$ cat src/rtl/score_pkg.sv
`default_nettype none
// ============================================================================
// Module   : score_pkg
// Purpose  : Shared widths, table depth and FSM state encoding for the
//            score tracker block.
// Ports    : none (package)
// Revision : 1.0 - initial release
// ============================================================================
package score_pkg;

    localparam int SCORE_W     = 7;
    localparam int ID_W        = 3;
    localparam int NUM_PLAYERS = 8;

    typedef enum logic [2:0] {
        IDLE    = 3'd0,
        READ    = 3'd1,
        COMPARE = 3'd2,
        RESPOND = 3'd3,
        CLEAR   = 3'd4
    } state_t;

endpackage
`default_nettype wire

$ cat src/rtl/score_tracker_if.sv
`default_nettype none
// ============================================================================
// Module   : score_tracker_if
// Purpose  : Request/response bundle between the score-checking initiator
//            and the score tracker.
// Signals  : score_req, score_in, intPlayID_in, isGuest_in, clear_scores
//              - initiator -> tracker
//            valid, personalwin, globalwin, global_score, global_id,
//            global_isGuest, busy
//              - tracker -> initiator
// Modports : master (initiator side), slave (tracker side)
// Revision : 1.0 - initial release
// ============================================================================
interface score_tracker_if;
    import score_pkg::*;

    logic               score_req;
    logic [SCORE_W-1:0] score_in;
    logic [ID_W-1:0]    intPlayID_in;
    logic               isGuest_in;
    logic               clear_scores;
    logic               valid;
    logic               personalwin;
    logic               globalwin;
    logic [SCORE_W-1:0] global_score;
    logic [ID_W-1:0]    global_id;
    logic               global_isGuest;
    logic               busy;

    modport master (
        output score_req, score_in, intPlayID_in, isGuest_in, clear_scores,
        input  valid, personalwin, globalwin, global_score, global_id,
               global_isGuest, busy
    );

    modport slave (
        input  score_req, score_in, intPlayID_in, isGuest_in, clear_scores,
        output valid, personalwin, globalwin, global_score, global_id,
               global_isGuest, busy
    );

endinterface
`default_nettype wire

$ cat src/rtl/score_ram.sv
`default_nettype none
// ============================================================================
// Module   : score_ram
// Purpose  : 8 x 7-bit personal-best table. One registered read port, one
//            write port, all entries cleared by asynchronous reset.
// Ports    : clk                - clock
//            rst                - asynchronous reset, active-low
//            rd_en/rd_addr      - read request; rd_data valid next cycle
//            rd_data            - registered read data
//            we/wr_addr/wr_data - write port
// Revision : 1.0 - initial release
// ============================================================================
module score_ram
    import score_pkg::*;
(
    input  wire logic               clk,
    input  wire logic               rst,
    input  wire logic               rd_en,
    input  wire logic [ID_W-1:0]    rd_addr,
    output logic      [SCORE_W-1:0] rd_data,
    input  wire logic               we,
    input  wire logic [ID_W-1:0]    wr_addr,
    input  wire logic [SCORE_W-1:0] wr_data
);

    logic [SCORE_W-1:0] mem_q [NUM_PLAYERS];
    logic [SCORE_W-1:0] mem_d [NUM_PLAYERS];
    logic [SCORE_W-1:0] rd_data_q;
    logic [SCORE_W-1:0] rd_data_d;

    always_comb begin
        mem_d     = mem_q;
        rd_data_d = rd_data_q;
        if (we) begin
            mem_d[wr_addr] = wr_data;
        end
        // Read returns the pre-write contents when both ports hit one entry.
        if (rd_en) begin
            rd_data_d = mem_q[rd_addr];
        end
    end

    always_ff @(posedge clk or negedge rst) begin
        if (!rst) begin
            for (int i = 0; i < NUM_PLAYERS; i++) begin
                mem_q[i] <= '0;
            end
            rd_data_q <= '0;
        end else begin
            mem_q     <= mem_d;
            rd_data_q <= rd_data_d;
        end
    end

    assign rd_data = rd_data_q;

endmodule
`default_nettype wire

$ cat src/rtl/score_tracker.sv
`default_nettype none
// ============================================================================
// Module   : score_tracker
// Purpose  : Checks submitted scores against each player's personal best and
//            the global best, updates the records and reports wins. Supports
//            a sequenced clear of all records.
// Ports    : clk - clock, rising edge
//            rst - asynchronous reset, active-low
//            bus - score_tracker_if.slave (request / response / status)
// Revision : 1.0 - initial release
// ============================================================================
module score_tracker
    import score_pkg::*;
(
    input  wire logic      clk,
    input  wire logic      rst,
    score_tracker_if.slave bus
);

    localparam logic [ID_W-1:0] LAST_ID = ID_W'(NUM_PLAYERS - 1);

    state_t             state_q,  state_d;
    logic [SCORE_W-1:0] score_q,  score_d;
    logic [ID_W-1:0]    id_q,     id_d;
    logic               guest_q,  guest_d;
    logic               pwin_q,   pwin_d;
    logic               gwin_q,   gwin_d;
    logic               valid_q,  valid_d;
    logic [SCORE_W-1:0] gscore_q, gscore_d;
    logic [ID_W-1:0]    gid_q,    gid_d;
    logic               gguest_q, gguest_d;
    logic [ID_W-1:0]    cnt_q,    cnt_d;
    logic               pend_q,   pend_d;

    logic               ram_rd_en;
    logic [SCORE_W-1:0] ram_rd_data;
    logic               ram_we;
    logic [ID_W-1:0]    ram_wr_addr;
    logic [SCORE_W-1:0] ram_wr_data;
    logic               w_pwin;
    logic               w_gwin;
    logic               go_clear;

    score_ram u_ram (
        .clk     (clk),
        .rst     (rst),
        .rd_en   (ram_rd_en),
        .rd_addr (id_q),
        .rd_data (ram_rd_data),
        .we      (ram_we),
        .wr_addr (ram_wr_addr),
        .wr_data (ram_wr_data)
    );

    // The RAM's registered read port holds the personal best fetched in READ.
    // Guests never fetch, so their stale read data is masked here.
    assign w_pwin = !guest_q && (score_q > ram_rd_data);
    assign w_gwin = score_q > gscore_q;

    always_comb begin
        state_d     = state_q;
        score_d     = score_q;
        id_d        = id_q;
        guest_d     = guest_q;
        pwin_d      = pwin_q;
        gwin_d      = gwin_q;
        gscore_d    = gscore_q;
        gid_d       = gid_q;
        gguest_d    = gguest_q;
        cnt_d       = cnt_q;
        pend_d      = pend_q;
        ram_rd_en   = 1'b0;
        ram_we      = 1'b0;
        ram_wr_addr = id_q;
        ram_wr_data = score_q;
        go_clear    = 1'b0;

        // valid is registered off RESPOND so it lands one edge after the
        // records update; the win flags are held through it, then dropped.
        valid_d = (state_q == RESPOND);
        if (valid_q) begin
            pwin_d = 1'b0;
            gwin_d = 1'b0;
        end

        case (state_q)
            IDLE: begin
                if (bus.score_req) begin
                    score_d = bus.score_in;
                    id_d    = bus.intPlayID_in;
                    guest_d = bus.isGuest_in;
                    state_d = READ;
                end else if (bus.clear_scores || pend_q) begin
                    go_clear = 1'b1;
                end
            end
            READ: begin
                ram_rd_en = !guest_q;
                state_d   = COMPARE;
            end
            COMPARE: begin
                pwin_d = w_pwin;
                gwin_d = w_gwin;
                ram_we = w_pwin;
                if (w_gwin) begin
                    gscore_d = score_q;
                    gid_d    = id_q;
                    gguest_d = guest_q;
                end
                state_d = RESPOND;
            end
            RESPOND: begin
                if (pend_q || bus.clear_scores) begin
                    go_clear = 1'b1;
                end else begin
                    state_d = IDLE;
                end
            end
            CLEAR: begin
                ram_we      = 1'b1;
                ram_wr_addr = cnt_q;
                ram_wr_data = '0;
                if (cnt_q == '0) begin
                    gscore_d = '0;
                    gid_d    = '0;
                    gguest_d = 1'b0;
                end
                cnt_d = cnt_q + 1'b1;
                if (cnt_q == LAST_ID) begin
                    if (pend_q || bus.clear_scores) begin
                        go_clear = 1'b1;
                    end else begin
                        state_d = IDLE;
                    end
                end
            end
            default: begin
                state_d = IDLE;
            end
        endcase

        // A clear that cannot start now is remembered until the current
        // operation finishes; starting a clear consumes it.
        if (bus.clear_scores && ((state_q != IDLE) || bus.score_req)) begin
            pend_d = 1'b1;
        end
        if (go_clear) begin
            state_d = CLEAR;
            pend_d  = 1'b0;
        end
    end

    always_ff @(posedge clk or negedge rst) begin
        if (!rst) begin
            state_q  <= IDLE;
            score_q  <= '0;
            id_q     <= '0;
            guest_q  <= 1'b0;
            pwin_q   <= 1'b0;
            gwin_q   <= 1'b0;
            valid_q  <= 1'b0;
            gscore_q <= '0;
            gid_q    <= '0;
            gguest_q <= 1'b0;
            cnt_q    <= '0;
            pend_q   <= 1'b0;
        end else begin
            state_q  <= state_d;
            score_q  <= score_d;
            id_q     <= id_d;
            guest_q  <= guest_d;
            pwin_q   <= pwin_d;
            gwin_q   <= gwin_d;
            valid_q  <= valid_d;
            gscore_q <= gscore_d;
            gid_q    <= gid_d;
            gguest_q <= gguest_d;
            cnt_q    <= cnt_d;
            pend_q   <= pend_d;
        end
    end

    assign bus.valid          = valid_q;
    assign bus.personalwin    = pwin_q;
    assign bus.globalwin      = gwin_q;
    assign bus.global_score   = gscore_q;
    assign bus.global_id      = gid_q;
    assign bus.global_isGuest = gguest_q;
    assign bus.busy           = (state_q != IDLE);

endmodule
`default_nettype wire
$ cat src/flat_wrapper.sv
// flat-port wrapper written by rule: the top's interface ports become plain ports
module score_tracker_flat import score_pkg::*;
  (clk, rst, bus_score_req, bus_score_in, bus_intPlayID_in, bus_isGuest_in, bus_clear_scores, bus_valid, bus_personalwin, bus_globalwin, bus_global_score, bus_global_id, bus_global_isGuest, bus_busy);
  score_tracker_if bus_i ();
  input  wire logic clk;
  input  wire logic rst;
  input wire logic [$bits(bus_i.score_req)-1:0] bus_score_req;
  input wire logic [$bits(bus_i.score_in)-1:0] bus_score_in;
  input wire logic [$bits(bus_i.intPlayID_in)-1:0] bus_intPlayID_in;
  input wire logic [$bits(bus_i.isGuest_in)-1:0] bus_isGuest_in;
  input wire logic [$bits(bus_i.clear_scores)-1:0] bus_clear_scores;
  output wire logic [$bits(bus_i.valid)-1:0] bus_valid;
  output wire logic [$bits(bus_i.personalwin)-1:0] bus_personalwin;
  output wire logic [$bits(bus_i.globalwin)-1:0] bus_globalwin;
  output wire logic [$bits(bus_i.global_score)-1:0] bus_global_score;
  output wire logic [$bits(bus_i.global_id)-1:0] bus_global_id;
  output wire logic [$bits(bus_i.global_isGuest)-1:0] bus_global_isGuest;
  output wire logic [$bits(bus_i.busy)-1:0] bus_busy;
  assign bus_i.score_req = bus_score_req;
  assign bus_i.score_in = bus_score_in;
  assign bus_i.intPlayID_in = bus_intPlayID_in;
  assign bus_i.isGuest_in = bus_isGuest_in;
  assign bus_i.clear_scores = bus_clear_scores;
  assign bus_valid = bus_i.valid;
  assign bus_personalwin = bus_i.personalwin;
  assign bus_globalwin = bus_i.globalwin;
  assign bus_global_score = bus_i.global_score;
  assign bus_global_id = bus_i.global_id;
  assign bus_global_isGuest = bus_i.global_isGuest;
  assign bus_busy = bus_i.busy;
  score_tracker u_core (.clk(clk), .rst(rst), .bus(bus_i));
endmodule
$ cat config.mk
export PLATFORM = sky130hd
export DESIGN_NAME = score_tracker_flat
export DESIGN_NICKNAME = d
export VERILOG_FILES = /design/src/rtl/score_pkg.sv /design/src/rtl/score_tracker_if.sv /design/src/rtl/score_ram.sv /design/src/rtl/score_tracker.sv /design/src/flat_wrapper.sv
export SDC_FILE = /design/constraint.sdc
export NUM_CORES = 1
export LEC_CHECK = 0
export ABC_AREA = 0
export BUFFER_PORTS_ARGS = -buffer_cell sky130_fd_sc_hd__buf_2
export CAP_MARGIN = 20
export CORE_MARGIN = 3
export CORE_UTILIZATION = 45
export CTS_CLUSTER_DIAMETER = 40
export DETAILED_ROUTE_END_ITERATION = 12
export MAX_ROUTING_LAYER = met4
export PLACE_DENSITY_LB_ADDON = 0.25
export REMOVE_ABC_BUFFERS = 1
export SETUP_SLACK_MARGIN = 0.02
export SYNTH_ARGS = -nofsm -noshare
export SYNTH_HDL_FRONTEND = slang
export SYNTH_SLANG_ARGS = --single-unit
$ cat constraint.sdc
create_clock -name clk -period 4.8 [get_ports clk]
set_input_delay 0.72 -clock clk [delete_from_list [all_inputs] [get_ports clk]]
set_output_delay 0.72 -clock clk [all_outputs]
set_load 0.02 [all_outputs]
==> impl_metrics.toml, run 1 <==
[clock_network]
cts_max_level = 3
post_cts_buffers = 0
cts_buffers = 9
cts_max_path_buffers = 2
cts.sinks = 95
cts_tree = "built"
clk_latency_ps = 370
clockRootBuffer = "clkbuf_8"
post_cts_resize_count = 0
clk_pin_slew_ps = 90
cts_hold_buf = 0

[logic_synthesis]
synth_top_cell_by_area = "dfrtp_1"
synth_top_cell_area_share = 0.521
post-synth-top-count-cell = "dfrtp_1"
async_flop_share = 1.00
syn-instance-count = 370
netlist_area_um2 = 4570
synth_edf_count = 0
synth_seq_cells = 95
synth.distinct_cells = 41
ys_seq_area_frac = 0.521
syn_area_per_cell_um2 = 12.3
ys.flop_type = "dfrtp_1"
ys.warnings.count = 0
yosys-top-cells-area = "dfrtp_1 52%, o2bb2ai_1 11%, mux4_2 6.9%"
ys_top_cells_by_count = "95 x dfrtp_1, 56 x o2bb2ai_1, 37 x nand2_1"

[placement]
dp_hpwl_mm = 7.26
io_buffers = 29
place_area_um2 = 4830
dp_slack_ps = 2450
gp_congestion = 0.847

[drt]
avgViaCountPerCell = 5.77
dr.pass1.iters = 4
drc_errors = 0
via_count = 3109
drt_wl_total_mm = 10.3
drt_iter0_markers = 142
ant_nets = 0
wl_per_cell_um = 19.1

[floorplan]
num_rows = 36
dieArea_um2 = 11400
pin_count = 30
core_area_um2 = 9820
die-height_um = 107
start_util = 0.465
die_width_um = 107

[grt]
grt_pass1_vias = 3288
antenna_found_initial = 0
grt_overflow = 0
grt_pass1_wl_mm = 17.5
grt_max_degree = 60
grt_usage = 0.202

[timing]
grt_setup_unrepaired = "no"
drv_slew = 0
fin_hold_ws_ps = 407
worst_pin_slew_ps = 1040
setup_ws_ps = 2440
max_freq_mhz = 424
setup_viol = 0
relSlewSlack = 0.305
skew_ps = 16.8
period_share = 0.491
finalHoldViolCount = 0
period_needed_ps = 2360
fin_tns_setup_ps = 0

[setup_path]
crit_fanout = 13
required_ps = 5050
start_kind = "flop"
worst_setup_path_end_kind = "flop"
path_buf_inv = 0
arrival_ps = 2600
crit_type = "flop to flop"
cp_cell_sequence = "nor3b_4 > mux2i_2 > nand3_1 > o2bb2ai_1"
cp_slowest_stage_delay_ps = 550
crit_family = "simple AND/OR/NAND/NOR gates"
slowest_stage = "dfrtp_1"

[power_and_ir_drop]
power.leakage_nw = 2.25
vdd_drop_max_mv = 0.248
power_density_nw_per_um2 = 687

[final_layout]
drive_above_1_share = 0.209
diodes = 0
nFillCells = 879
syn_to_final_growth_pct = 10.6
stdcell_area_um2 = 5050
nets = 433

[min_path]
worstHoldPathType = "input pin to asynchronous set/reset pin"

[status]
status = "completed"

[job]
max_cap_violations = 0
## cells by family (layout without fill, tap and decap cells)
| group | after synthesis | count (layout) | share of synthesized area |
|---|---|---|---|
| flip-flops | 95 | 95 | 0.521 |
| AO/OA/AOI/OAI | 91 | 91 | 0.159 |
| AND/OR/NAND/NOR | 89 | 89 | 0.0962 |
| multiplexers | 45 | 45 | 0.141 |
| buffers and inverters | 31 | 67 | 0.0321 |
| adder cells (fa/ha/maj) | 17 | 17 | 0.0466 |
| XOR/XNOR | 2 | 2 | 0.00384 |
## worst reg2reg max path, cell delays in order, from the launching register on
cell,delay (ps)
dfrtp_1,550
nor3b_4,530
mux2i_2,530
nand3_1,400
o2bb2ai_1,240
## flip-flops by register name, summed over array words and instances, names as in the netlist, 3 cells and up
register,flops
u_core.u_ram.mem_q,56
u_core.bus.global_score,7
u_core.score_q,7
u_core.u_ram.rd_data,7
u_core.bus.global_id,3
u_core.cnt_q,3
u_core.id_q,3
u_core.state_q,3
## final timing paths
kind	startpoint	endpoint	slack, ps	depth (start not counted)
worst min register to register	u_core.bus.globalwin$_DFFE_PN0P_	u_core.bus.globalwin$_DFFE_PN0P_	480	1
worst max register to register	u_core.state_q[1]$_DFFE_PN0P_	u_core.u_ram.mem_q[8]$_DFFE_PN0P_	2440	4
worst max-delay path	u_core.state_q[1]$_DFFE_PN0P_	u_core.u_ram.mem_q[8]$_DFFE_PN0P_	2440	4
worst min-delay path	rst	u_core.state_q[0]$_DFFE_PN0P_	410	1
min in group clk	u_core.bus.globalwin$_DFFE_PN0P_	u_core.bus.globalwin$_DFFE_PN0P_	480	1
max in group asynchronous	rst	u_core.u_ram.mem_q[47]$_DFFE_PN0P_	3440	2
## where the power goes
group          internal [W]  leakage, nW  switching (W)
sequential          0.00110         1.26       0.000258
combinational      0.000661        0.890       0.000896
clock              0.000260        0.104       0.000295
## per-layer routing
layer	vias to the layer above	share of wire	track usage
li1	1443	-	-
met1	1598	0.47	0.278
met2	60	0.48	0.313
met3	8	0.038	0.0301
met4	0	0.0098	0.0630
met5	-	0	-
## cell usage in the layout (no fill, tap or decap), types with 2 or more instances in the layout
cell type	Yosys	layout
nand3_2	5	5
a21oi_1	14	14
ha_1	17	17
nand4_1	2	2
inv_1	17	17
dfrtp_1	95	95
o21ai_0	4	4
nor2_1	21	21
a21o_1	3	3
nand2_1	37	37
clkbuf_8	0	10
o21a_1	3	3
nor2b_1	3	3
xnor2_1	2	2
nand3b_1	3	3
buf_4	2	5
mux2i_1	20	20
a211oi_1	3	3
o2bb2ai_1	56	56
buf_2	6	28
mux2_2	9	9
clkinv_4	0	3
mux4_2	14	14
nand3_1	11	11
## area by class of cell
class / instances / area [um2] / area share
inverters: 17 / 63.8 / 0.0126
flip-flops and latches: 95 / 2380 / 0.471
clock buffers: 11 / 141 / 0.0280
clock inverters: 5 / 65.1 / 0.0129
multi-input cells: 244 / 2050 / 0.406
well taps: 133 / 166 / 0.0330
repair buffers: 34 / 185 / 0.0367
## stage by stage
step / std cells / utilization / total power [W]
finish: 539 / 0.514 / 0.00347
global placement: 522 / 0.492 / 0.00288
global route: 539 / 0.514 / 0.00373
detailed placement: 522 / 0.492 / 0.00293
CTS: 538 / 0.513 / 0.00348
floorplan: 356 / - / 0.00246
(Power assumes the default switching activity.)
==> run 2, diff against run 1 <==
==> constraint.sdc (replaced) <==
create_clock -name clk -period 2.4 [get_ports clk]
set_input_delay 0.36 -clock clk [delete_from_list [all_inputs] [get_ports clk]]
set_output_delay 0.36 -clock clk [all_outputs]
set_load 0.02 [all_outputs]
==> run 2 against run 1 <==
  * Sequential power up 98%
  * Clock power rose by 110%
  * Largest power group unchanged
  * Clock skew about the same
  * Critical path type unchanged
  * Sequential share of layout area is 1.2 points lower
==> impl_metrics.toml, run 2 (same netlist as run 1, synthesis figures left out) <==
[drt]
wl_per_cell_um = 18.3
ant_nets = 0
via_count = 3085
drt_wl_total_mm = 10.1
drc_errors = 0
drt_iter0_markers = 173
avgViaCountPerCell = 5.62
dr.pass1.iters = 4

[job]
max_cap_violations = 0

[power_and_ir_drop]
clkPwrFrac = 0.161
internal-power_w = 0.00414
switching_share = 0.418
power_density_nw_per_um2 = 1370
p_switching_w = 0.00298
power.leakage_nw = 2.32
seqPwrFrac = 0.378
combPwrFrac = 0.461
vdd_drop_max_mv = 0.531

[setup_path]
crit_fanout = 8
path_depth = 6
crit_type = "flop to flop"
cp_cell_sequence = "ha_1 > nand4_1 > o2111ai_1 > a22oi_4 > nand3_1 > o2bb2ai_1"
slowest_stage = "dfrtp_1"
start_kind = "flop"
path_buf_inv = 0
worst_setup_path_end_kind = "flop"
required_ps = 2640
cp_slowest_stage_delay_ps = 440
ff2ff_path_depth = 6
arrival_ps = 2500
crit_family = "compound AO/OA/AOI/OAI gates"

[clock_network]
clk_pin_slew_ps = 110
cts.sinks = 95
cts_max_path_buffers = 2
cts_tree = "built"
cts_buffers = 9
clockRootBuffer = "clkbuf_8"
clk_latency_ps = 370
cts_max_level = 3

[grt]
grt_pass1_vias = 3204
antenna_found_initial = 0
grt_pass1_wl_mm = 17.0
grt_max_degree = 45
grt_usage = 0.197
grt_overflow = 0

[placement]
io_buffers = 29
gp_congestion = 0.833
placed_cells = 530
dp_hpwl_mm = 7.38
dp_slack_ps = 151

[final_layout]
regMostFlops = "u_core.u_ram.mem_q"
diodes = 0
largest_reg_flops = 56
final_common_cell = "dfrtp_1"
nets = 443
nFillCells = 860
syn_to_final_growth_pct = 13.5
stdcell_count = 549
layout_common_cells = "95 x dfrtp_1, 56 x o2bb2ai_1, 37 x nand2_1"
drive_above_1_share = 0.233
utilization = 0.528

[floorplan]
dieArea_um2 = 11400
core_area_um2 = 9820
num_rows = 36
die_width_um = 107
start_util = 0.465
die-height_um = 107
pin_count = 30

[timing]
setup_ws_ps = 141
fin_hold_ws_ps = 198
max_freq_mhz = 443
finalHoldViolCount = 0
period_share = 0.941
setup_viol = 0
fin_tns_setup_ps = 0
period_needed_ps = 2260
relSlewSlack = 0.614
worst_pin_slew_ps = 578
skew_ps = 16.6
grt_setup_unrepaired = "yes"
drv_slew = 0

[min_path]
worstHoldPathType = "input pin to flop"
hold_path_depth = 3

[status]
status = "completed"
-- run 2: metal layers --
| metal | share of wire | global-route usage | vias up |
|---|---|---|---|
| met2 | 0.48 | 0.315 | 65 |
| met1 | 0.46 | 0.263 | 1542 |
| met5 | 0 | - | - |
| met3 | 0.042 | 0.0301 | 14 |
| met4 | 0.014 | 0.0584 | 0 |
| li1 | - | - | 1464 |
-- run 2: worst register-to-register path: cells and delay by family (launching register included) --
family          cells  cell delay (ps)
simple gates        2              450
flops               1              440
fa+ha+maj           1              310
compound gates      3              950
-- run 2: final cells by class --
class / instances / area (um2) / area share
timing repair buffer: 44 / 288 / 0.0555
clock buffer: 9 / 124 / 0.0239
multi-input combinational: 244 / 2070 / 0.399
tap: 133 / 166 / 0.0321
inverter: 17 / 63.8 / 0.0123
clock inverter: 7 / 97.6 / 0.0188
sequential: 95 / 2380 / 0.459
-- run 2: stage by stage --
step                power (W)  instance area (um2)
finish                0.00712                 5180
global route          0.00765                 5180
CTS                   0.00712                 5150
detailed placement    0.00596                 4920
global placement      0.00588                 4920
floorplan             0.00491                 4480
-- run 2: worst paths after layout --
kind,start,end,slack [ps]
min reg2reg,u_core.bus.personalwin$_DFFE_PN0P_,u_core.bus.personalwin$_DFFE_PN0P_,480
max in group asynchronous,rst,u_core.bus.global_score[2]$_DFFE_PN0P_,1290
max,u_core.score_q[6]$_DFFE_PN0P_,u_core.u_ram.mem_q[2]$_DFFE_PN0P_,140
max reg2reg,u_core.score_q[6]$_DFFE_PN0P_,u_core.u_ram.mem_q[2]$_DFFE_PN0P_,140
min,bus_score_in[0],u_core.score_q[0]$_DFFE_PN0P_,200
min in group asynchronous,rst,u_core.bus.global_isGuest$_DFFE_PN0P_,470
-- run 2: repair_timing --
action                     in CTS  in global routing
setup endpoints to repair       0                 21
setup buffers                   0                  2
resized for setup               0                  3
hold endpoints to repair       33                  0
hold buffers                    1                  0
-- run 2: power groups by stage --
stage               clock [W]  combinational, W  sequential [W]
CTS                   0.00117           0.00326         0.00269
floorplan                   0           0.00211         0.00281
global placement            0           0.00319         0.00269
global route          0.00124           0.00364         0.00277
detailed placement          0           0.00325         0.00271
finish                0.00115           0.00328         0.00269
